<file path="src/rtl/ddr_port_arbiter_if.sv">
// Bus bundle for ddr_port_arbiter: read master, write master and DDR Avalon-MM port.
// The arbiter uses the slave view; the environment driving masters and memory uses master.
interface ddr_port_arbiter_if;
  logic [15:0] rd_addr;
  logic        rd_read;
  logic        rd_waitrequest;
  logic [15:0] rd_readdata;
  logic        rd_readdatavalid;
  logic [15:0] wr_addr;
  logic        wr_write;
  logic [15:0] wr_writedata;
  logic        wr_waitrequest;
  logic [15:0] ddr_addr;
  logic        ddr_read;
  logic        ddr_write;
  logic [15:0] ddr_writedata;
  logic [15:0] ddr_readdata;
  logic        ddr_readdatavalid;
  logic        ddr_waitrequest;

  modport slave (
    input  rd_addr, rd_read, wr_addr, wr_write, wr_writedata,
           ddr_readdata, ddr_readdatavalid, ddr_waitrequest,
    output rd_waitrequest, rd_readdata, rd_readdatavalid, wr_waitrequest,
           ddr_addr, ddr_read, ddr_write, ddr_writedata
  );

  modport master (
    output rd_addr, rd_read, wr_addr, wr_write, wr_writedata,
           ddr_readdata, ddr_readdatavalid, ddr_waitrequest,
    input  rd_waitrequest, rd_readdata, rd_readdatavalid, wr_waitrequest,
           ddr_addr, ddr_read, ddr_write, ddr_writedata
  );
endinterface

</file>
<file path="src/rtl/ddr_port_arbiter.sv">
// Shares one DDR Avalon-MM port between a streaming reader and a writer, round-robin with a hold limit.
// Define DDR_ARB_WR_PRIO_EN to give the writer tie priority and exemption from the hold limit.
module ddr_port_arbiter #(
  parameter int MAX_HOLD    = 16,
  parameter int MAX_PENDING = 8
) (
  input  logic                clk,
  input  logic                rst,
  ddr_port_arbiter_if.slave   bus,
  output logic [1:0]          owner,
  output logic [3:0]          pending
);

  typedef enum logic [1:0] {IDLE = 2'd0, RD = 2'd1, WR = 2'd2} state_t;

`ifdef DDR_ARB_WR_PRIO_EN
  localparam bit WR_PRIO = 1'b1;
`else
  localparam bit WR_PRIO = 1'b0;
`endif

  localparam logic [7:0] HOLD_MAX = 8'(MAX_HOLD);
  localparam logic [3:0] PEND_MAX = 4'(MAX_PENDING);

  state_t      state;
  state_t      last;
  state_t      other;
  state_t      tie_winner;
  logic [7:0]  hold_cnt;
  logic        pend_full;
  logic        rd_acc;
  logic        wr_acc;
  logic        req;
  logic        oth;
  logic        acc;
  logic        hold_hit;
  logic        may_preempt;

  assign owner                = state;
  assign pend_full            = (pending == PEND_MAX);
  assign rd_acc               = (state == RD) && bus.ddr_read  && !bus.ddr_waitrequest;
  assign wr_acc               = (state == WR) && bus.ddr_write && !bus.ddr_waitrequest;
  assign hold_hit             = (hold_cnt == HOLD_MAX - 8'd1);
  assign may_preempt          = !(WR_PRIO && state == WR);
  assign bus.rd_readdata      = bus.ddr_readdata;
  assign bus.rd_readdatavalid = bus.ddr_readdatavalid;

  always_comb begin
    bus.ddr_addr       = '0;
    bus.ddr_writedata  = '0;
    bus.ddr_read       = 1'b0;
    bus.ddr_write      = 1'b0;
    bus.rd_waitrequest = 1'b1;
    bus.wr_waitrequest = 1'b1;
    req                = 1'b0;
    oth                = 1'b0;
    acc                = 1'b0;
    other              = IDLE;
    tie_winner         = (WR_PRIO || last == RD) ? WR : RD;
    case (state)
      RD: begin
        bus.ddr_addr       = bus.rd_addr;
        bus.ddr_read       = bus.rd_read && !pend_full;
        bus.rd_waitrequest = bus.ddr_waitrequest || pend_full;
        req                = bus.rd_read;
        oth                = bus.wr_write;
        acc                = rd_acc;
        other              = WR;
      end
      WR: begin
        bus.ddr_addr       = bus.wr_addr;
        bus.ddr_writedata  = bus.wr_writedata;
        bus.ddr_write      = bus.wr_write;
        bus.wr_waitrequest = bus.ddr_waitrequest;
        req                = bus.wr_write;
        oth                = bus.rd_read;
        acc                = wr_acc;
        other              = RD;
      end
      default: ;
    endcase
  end

  // Readdatavalid may arrive after a reset wiped the count, so the decrement is floored at zero.
  always_ff @(posedge clk) begin
    if (rst) begin
      state    <= IDLE;
      last     <= WR;
      hold_cnt <= '0;
      pending  <= '0;
    end else begin
      if (rd_acc && !bus.ddr_readdatavalid)
        pending <= pending + 4'd1;
      else if (!rd_acc && bus.ddr_readdatavalid && pending != 4'd0)
        pending <= pending - 4'd1;

      case (state)
        IDLE: begin
          hold_cnt <= '0;
          if (bus.rd_read && bus.wr_write) state <= tie_winner;
          else if (bus.rd_read)            state <= RD;
          else if (bus.wr_write)           state <= WR;
        end
        default: begin
          if (!req) begin
            state    <= oth ? other : IDLE;
            last     <= state;
            hold_cnt <= '0;
          end else if (acc && hold_hit && oth && may_preempt) begin
            state    <= other;
            last     <= state;
            hold_cnt <= '0;
          end else if (acc && hold_cnt != HOLD_MAX) begin
            hold_cnt <= hold_cnt + 8'd1;
          end
        end
      endcase
    end
  end

endmodule

</file>
<file path="src/flat_wrapper.sv">
// flat-port wrapper written by rule: the top's interface ports become plain ports
module ddr_port_arbiter_flat 
#(
  parameter int MAX_HOLD    = 16,
  parameter int MAX_PENDING = 8
)
  (clk, rst, owner, pending, bus_rd_addr, bus_rd_read, bus_wr_addr, bus_wr_write, bus_wr_writedata, bus_ddr_readdata, bus_ddr_readdatavalid, bus_ddr_waitrequest, bus_rd_waitrequest, bus_rd_readdata, bus_rd_readdatavalid, bus_wr_waitrequest, bus_ddr_addr, bus_ddr_read, bus_ddr_write, bus_ddr_writedata);
  ddr_port_arbiter_if bus_i ();
  input  logic clk;
  input  logic rst;
  output logic [1:0] owner;
  output logic [3:0] pending;
  input wire logic [$bits(bus_i.rd_addr)-1:0] bus_rd_addr;
  input wire logic [$bits(bus_i.rd_read)-1:0] bus_rd_read;
  input wire logic [$bits(bus_i.wr_addr)-1:0] bus_wr_addr;
  input wire logic [$bits(bus_i.wr_write)-1:0] bus_wr_write;
  input wire logic [$bits(bus_i.wr_writedata)-1:0] bus_wr_writedata;
  input wire logic [$bits(bus_i.ddr_readdata)-1:0] bus_ddr_readdata;
  input wire logic [$bits(bus_i.ddr_readdatavalid)-1:0] bus_ddr_readdatavalid;
  input wire logic [$bits(bus_i.ddr_waitrequest)-1:0] bus_ddr_waitrequest;
  output wire logic [$bits(bus_i.rd_waitrequest)-1:0] bus_rd_waitrequest;
  output wire logic [$bits(bus_i.rd_readdata)-1:0] bus_rd_readdata;
  output wire logic [$bits(bus_i.rd_readdatavalid)-1:0] bus_rd_readdatavalid;
  output wire logic [$bits(bus_i.wr_waitrequest)-1:0] bus_wr_waitrequest;
  output wire logic [$bits(bus_i.ddr_addr)-1:0] bus_ddr_addr;
  output wire logic [$bits(bus_i.ddr_read)-1:0] bus_ddr_read;
  output wire logic [$bits(bus_i.ddr_write)-1:0] bus_ddr_write;
  output wire logic [$bits(bus_i.ddr_writedata)-1:0] bus_ddr_writedata;
  assign bus_i.rd_addr = bus_rd_addr;
  assign bus_i.rd_read = bus_rd_read;
  assign bus_i.wr_addr = bus_wr_addr;
  assign bus_i.wr_write = bus_wr_write;
  assign bus_i.wr_writedata = bus_wr_writedata;
  assign bus_i.ddr_readdata = bus_ddr_readdata;
  assign bus_i.ddr_readdatavalid = bus_ddr_readdatavalid;
  assign bus_i.ddr_waitrequest = bus_ddr_waitrequest;
  assign bus_rd_waitrequest = bus_i.rd_waitrequest;
  assign bus_rd_readdata = bus_i.rd_readdata;
  assign bus_rd_readdatavalid = bus_i.rd_readdatavalid;
  assign bus_wr_waitrequest = bus_i.wr_waitrequest;
  assign bus_ddr_addr = bus_i.ddr_addr;
  assign bus_ddr_read = bus_i.ddr_read;
  assign bus_ddr_write = bus_i.ddr_write;
  assign bus_ddr_writedata = bus_i.ddr_writedata;
  ddr_port_arbiter #(.MAX_HOLD(MAX_HOLD), .MAX_PENDING(MAX_PENDING)) u_core (.clk(clk), .rst(rst), .bus(bus_i), .owner(owner), .pending(pending));
endmodule
</file>
<file path="config.mk">
export PLATFORM = sky130hd
export DESIGN_NAME = ddr_port_arbiter_flat
export DESIGN_NICKNAME = d
export VERILOG_FILES = /design/src/rtl/ddr_port_arbiter_if.sv /design/src/rtl/ddr_port_arbiter.sv /design/src/flat_wrapper.sv
export SDC_FILE = /design/constraint.sdc
export NUM_CORES = 1
export LEC_CHECK = 0
export ABC_AREA = 1
export BUFFER_PORTS_ARGS = -buffer_cell sky130_fd_sc_hd__buf_2
export CAP_MARGIN = 10
export CORE_MARGIN = 2
export CORE_UTILIZATION = 45
export CTS_BUF_LIST = sky130_fd_sc_hd__clkbuf_16
export DETAILED_ROUTE_END_ITERATION = 16
export MAX_ROUTING_LAYER = met4
export PLACE_DENSITY = 0.88
export SLEW_MARGIN = 20
export SYNTH_ARGS = -nofsm -noshare
export SYNTH_HDL_FRONTEND = slang
export SYNTH_SLANG_ARGS = --single-unit
</file>
<file path="constraint.sdc">
create_clock -name clk -period 3.05 [get_ports clk]
set_input_delay 0.4575 -clock clk [delete_from_list [all_inputs] [get_ports clk]]
set_output_delay 0.4575 -clock clk [all_outputs]
set_load 0.01 [all_outputs]
</file>
==> metrics.md <==
| Metric | Value |
|---|---|
| Rows | 22 |
| Final-report setup violation count | 0 |
| Vias | 1927 |
| Arr. time, crit path | 1960 ps |
| Flops & latches, synth | 16 |
| Final slew viol count | 0 |
| Met3 usage | 5.24% |
| Netlist cell types | 32 |
| Post-synth EDFFs | 0 |
| Layout fillers | 332 |
| IO Count | 129 |
| IR Drop Worst-Case VDD | 0.330 mV |
| CP Class | flip-flop to primary output |
| Hold Crit Class | input pin to flip-flop |
| Drt pass-1 iters | 4 |
| Commonest non-fill, non-tap cell in the layout | buf_2 |
| FF+latch area | 320 um^2 |
| Crit end category | primary output |
| Initial core utilization | 47.7% |
| Data required, critical path | 2590 ps |
| DRC viols | 0 |
| Die W | 66.8 um |
| Reg clk slew, reported paths | 50 ps |
| DRT iter0 DRCs | 59 |
| Total grt overflow | 0 |
| Post-synth ARST share | 0% |
| Fin. Hold Viols | 0 |
| CTS tree | yes |
| Most frequent cells in the layout | 96 x buf_2, 86 x nand2_1, 36 x inv_1 |
| CTS root buf | clkbuf_16 |
| TritonCTS Sinks | 16 |
| CTS Buf Count | 3 |
| Core box area | 3720 um^2 |
| Synth top area cells | nand2_1 18%, dfxtp_1 18%, buf_4 7.6% |
| Number of global-route vias before repair | 1707 |
| Mapped Nets | 350 |
| Syn Area/Cell | 6.57 um^2 |
| Largest net degree at the start of global routing | 23 |
| Crit share post-route | 79.1% |
| Avg WL per Cell | 12.7 um |
| Dpl hpwl | 4180 um |
| Outcome | complete, no violations |
| Die Height | 66.8 um |
| Initial antenna violation count | 0 |
| CP Max Fanout | 22 |
| Hold-fix buffer count after cts | 0 |
| Number of max-cap violations | 0 |
| Met1 usage | 26.6% |
| Setup bufs post-CTS | 0 |
| RR Startpoint | u_core.owner[1] |
| Post-layout min period | 2410 ps |
| Post-DRT Antenna Nets | 0 |
| Diode count | 0 |
| Area Growth Syn to Fin | 26.4% |
| Die Area | 4460 um^2 |
| DR vias/cell | 4.87 |
| Unrepaired setup endpoints after global routing | no |
| PortBufs | 96 |
| Post-Route WL | 5010 um |
| Area leader, netlist | nand2_1 |
| Rel. slew slack | 65.4% |
| Post-route setup TNS | 0 ps |
| Pre-CTS setup slack | 886 ps |
| H-tree lvl count | 1 |
| Post-CTS sizing | 0 |
| Fmax | 414 MHz |
| Final setup margin | 636 ps |
| Power per cell area | 570 nW/um^2 |
| Area of the multi-input gates | 1130 um^2 |
| Seq/Total Area, Yosys | 18.1% |
| First-pass GRT wire length | 7710 um |
| Min-delay src | rst |
| Fin Clk Skew | 4.21 ps |
| LEAKAGE | 1.24 nW |
| Top FF cell, synth | dfxtp_1 |
| GRT Util Overall | 23.3% |
| Worst setup startpoint | u_core.owner[0] |
| Synth Warn # | 0 |
| Startpoint types | flip-flop |
| Clk Latency, worst-skew pair | 250 ps |
| Gpl congestion | 0.879 |
| Share of layout cells above drive strength 1 | 39.4% |
| Cell Area, Synth | 1770 um^2 |
| Clock Tree Buf Depth | 2 |
| Gate Count Post-Synth | 270 |
| Busiest grt layer | met2 |
| Post-synth top area share | 18.2% |
| Post-layout nets | 429 |
| Least-Margin Pin Slew | 519 ps |
| Met2 Use GR | 42.0% |
## critical path, stage by stage, from the launching register on
cell	delay, ps
dfxtp_1	370
inv_1	130
ha_1	450
buf_4	320
nand2_1	80
a21oi_1	190
buf_2	170
## sequential cells by signal, indices dropped and copies added, names as in the netlist
name,flops
u_core.hold_cnt,8
u_core.owner,2
u_core.pending,4
u_core.last,2
## layout make-up
| class | instances | area share, % |
|---|---|---|
| multi-input cells | 190 | 50.3 |
| repair buffers | 98 | 22.1 |
| flip-flops and latches | 16 | 14.3 |
| inverters | 40 | 7.14 |
| clock buffers | 3 | 3.35 |
| well taps | 48 | 2.68 |
| clock inverters | 1 | 0.167 |
## per-stage QoR
| stage | cells | instance area (um^2) | util (%) | total power [W] | hold WS (ps) |
|---|---|---|---|---|---|
| floorplan | 270 | 1770 | - | 0.000828 | 420 |
| global placement | 392 | 2160 | 58.2 | 0.000994 | 441 |
| detailed placement | 392 | 2160 | 58.2 | 0.00102 | 467 |
| CTS | 396 | 2240 | 60.4 | 0.00128 | 418 |
| global route | 396 | 2240 | 60.4 | 0.00138 | 423 |
| finish | 396 | 2240 | 60.4 | 0.00128 | 425 |
## layer usage
layer	up-vias	wire (um)
met5	-	0
met4	0	46
met3	8	419
met2	77	2400
met1	864	2150
li1	978	-
## logic make-up after synthesis
| kind of cell | Yosys count | share of synthesized area [%] |
|---|---|---|
| DFF | 16 | 18.1 |
| adders and majority gates | 10 | 7.48 |
| buffers and inverters | 64 | 18.3 |
| AOI/OAI and AO/OA | 37 | 12.6 |
| and+or+nand+nor | 139 | 41.5 |
| xor gates and xnor gates | 4 | 1.97 |
## worst paths after layout
path,end,cells past startpoint,slack [ps]
worst max-delay path,bus_ddr_addr[11],6,640
worst min-delay path,u_core.last[0],2,420
worst max register to register,u_core.pending[3],14,940
worst min register to register,u_core.last[1],2,470
## Yosys cell counts (3+ instances only)
| cell | instances |
|---|---|
| o21ai_0 | 3 |
| inv_1 | 36 |
| dfxtp_1 | 16 |
| nand2_4 | 6 |
| a21oi_1 | 22 |
| nor2_1 | 12 |
| a21oi_2 | 9 |
| nand3_2 | 3 |
| ha_1 | 9 |
| nand3_1 | 12 |
| nor2_4 | 6 |
| buf_4 | 18 |
| nand2_1 | 86 |
| clkbuf_1 | 5 |
| nand2_2 | 3 |
## power by group
| part | switching [W] | leakage [nW] | internal [W] |
|---|---|---|---|
| combinational | 0.000440 | 1.07 | 0.000271 |
| clock | 0.0000841 | 0.0385 | 0.000174 |
| sequential | 0.0000617 | 0.131 | 0.000248 |
| total | 0.000586 | 1.24 | 0.000693 |
(Power assumes the default switching activity.)
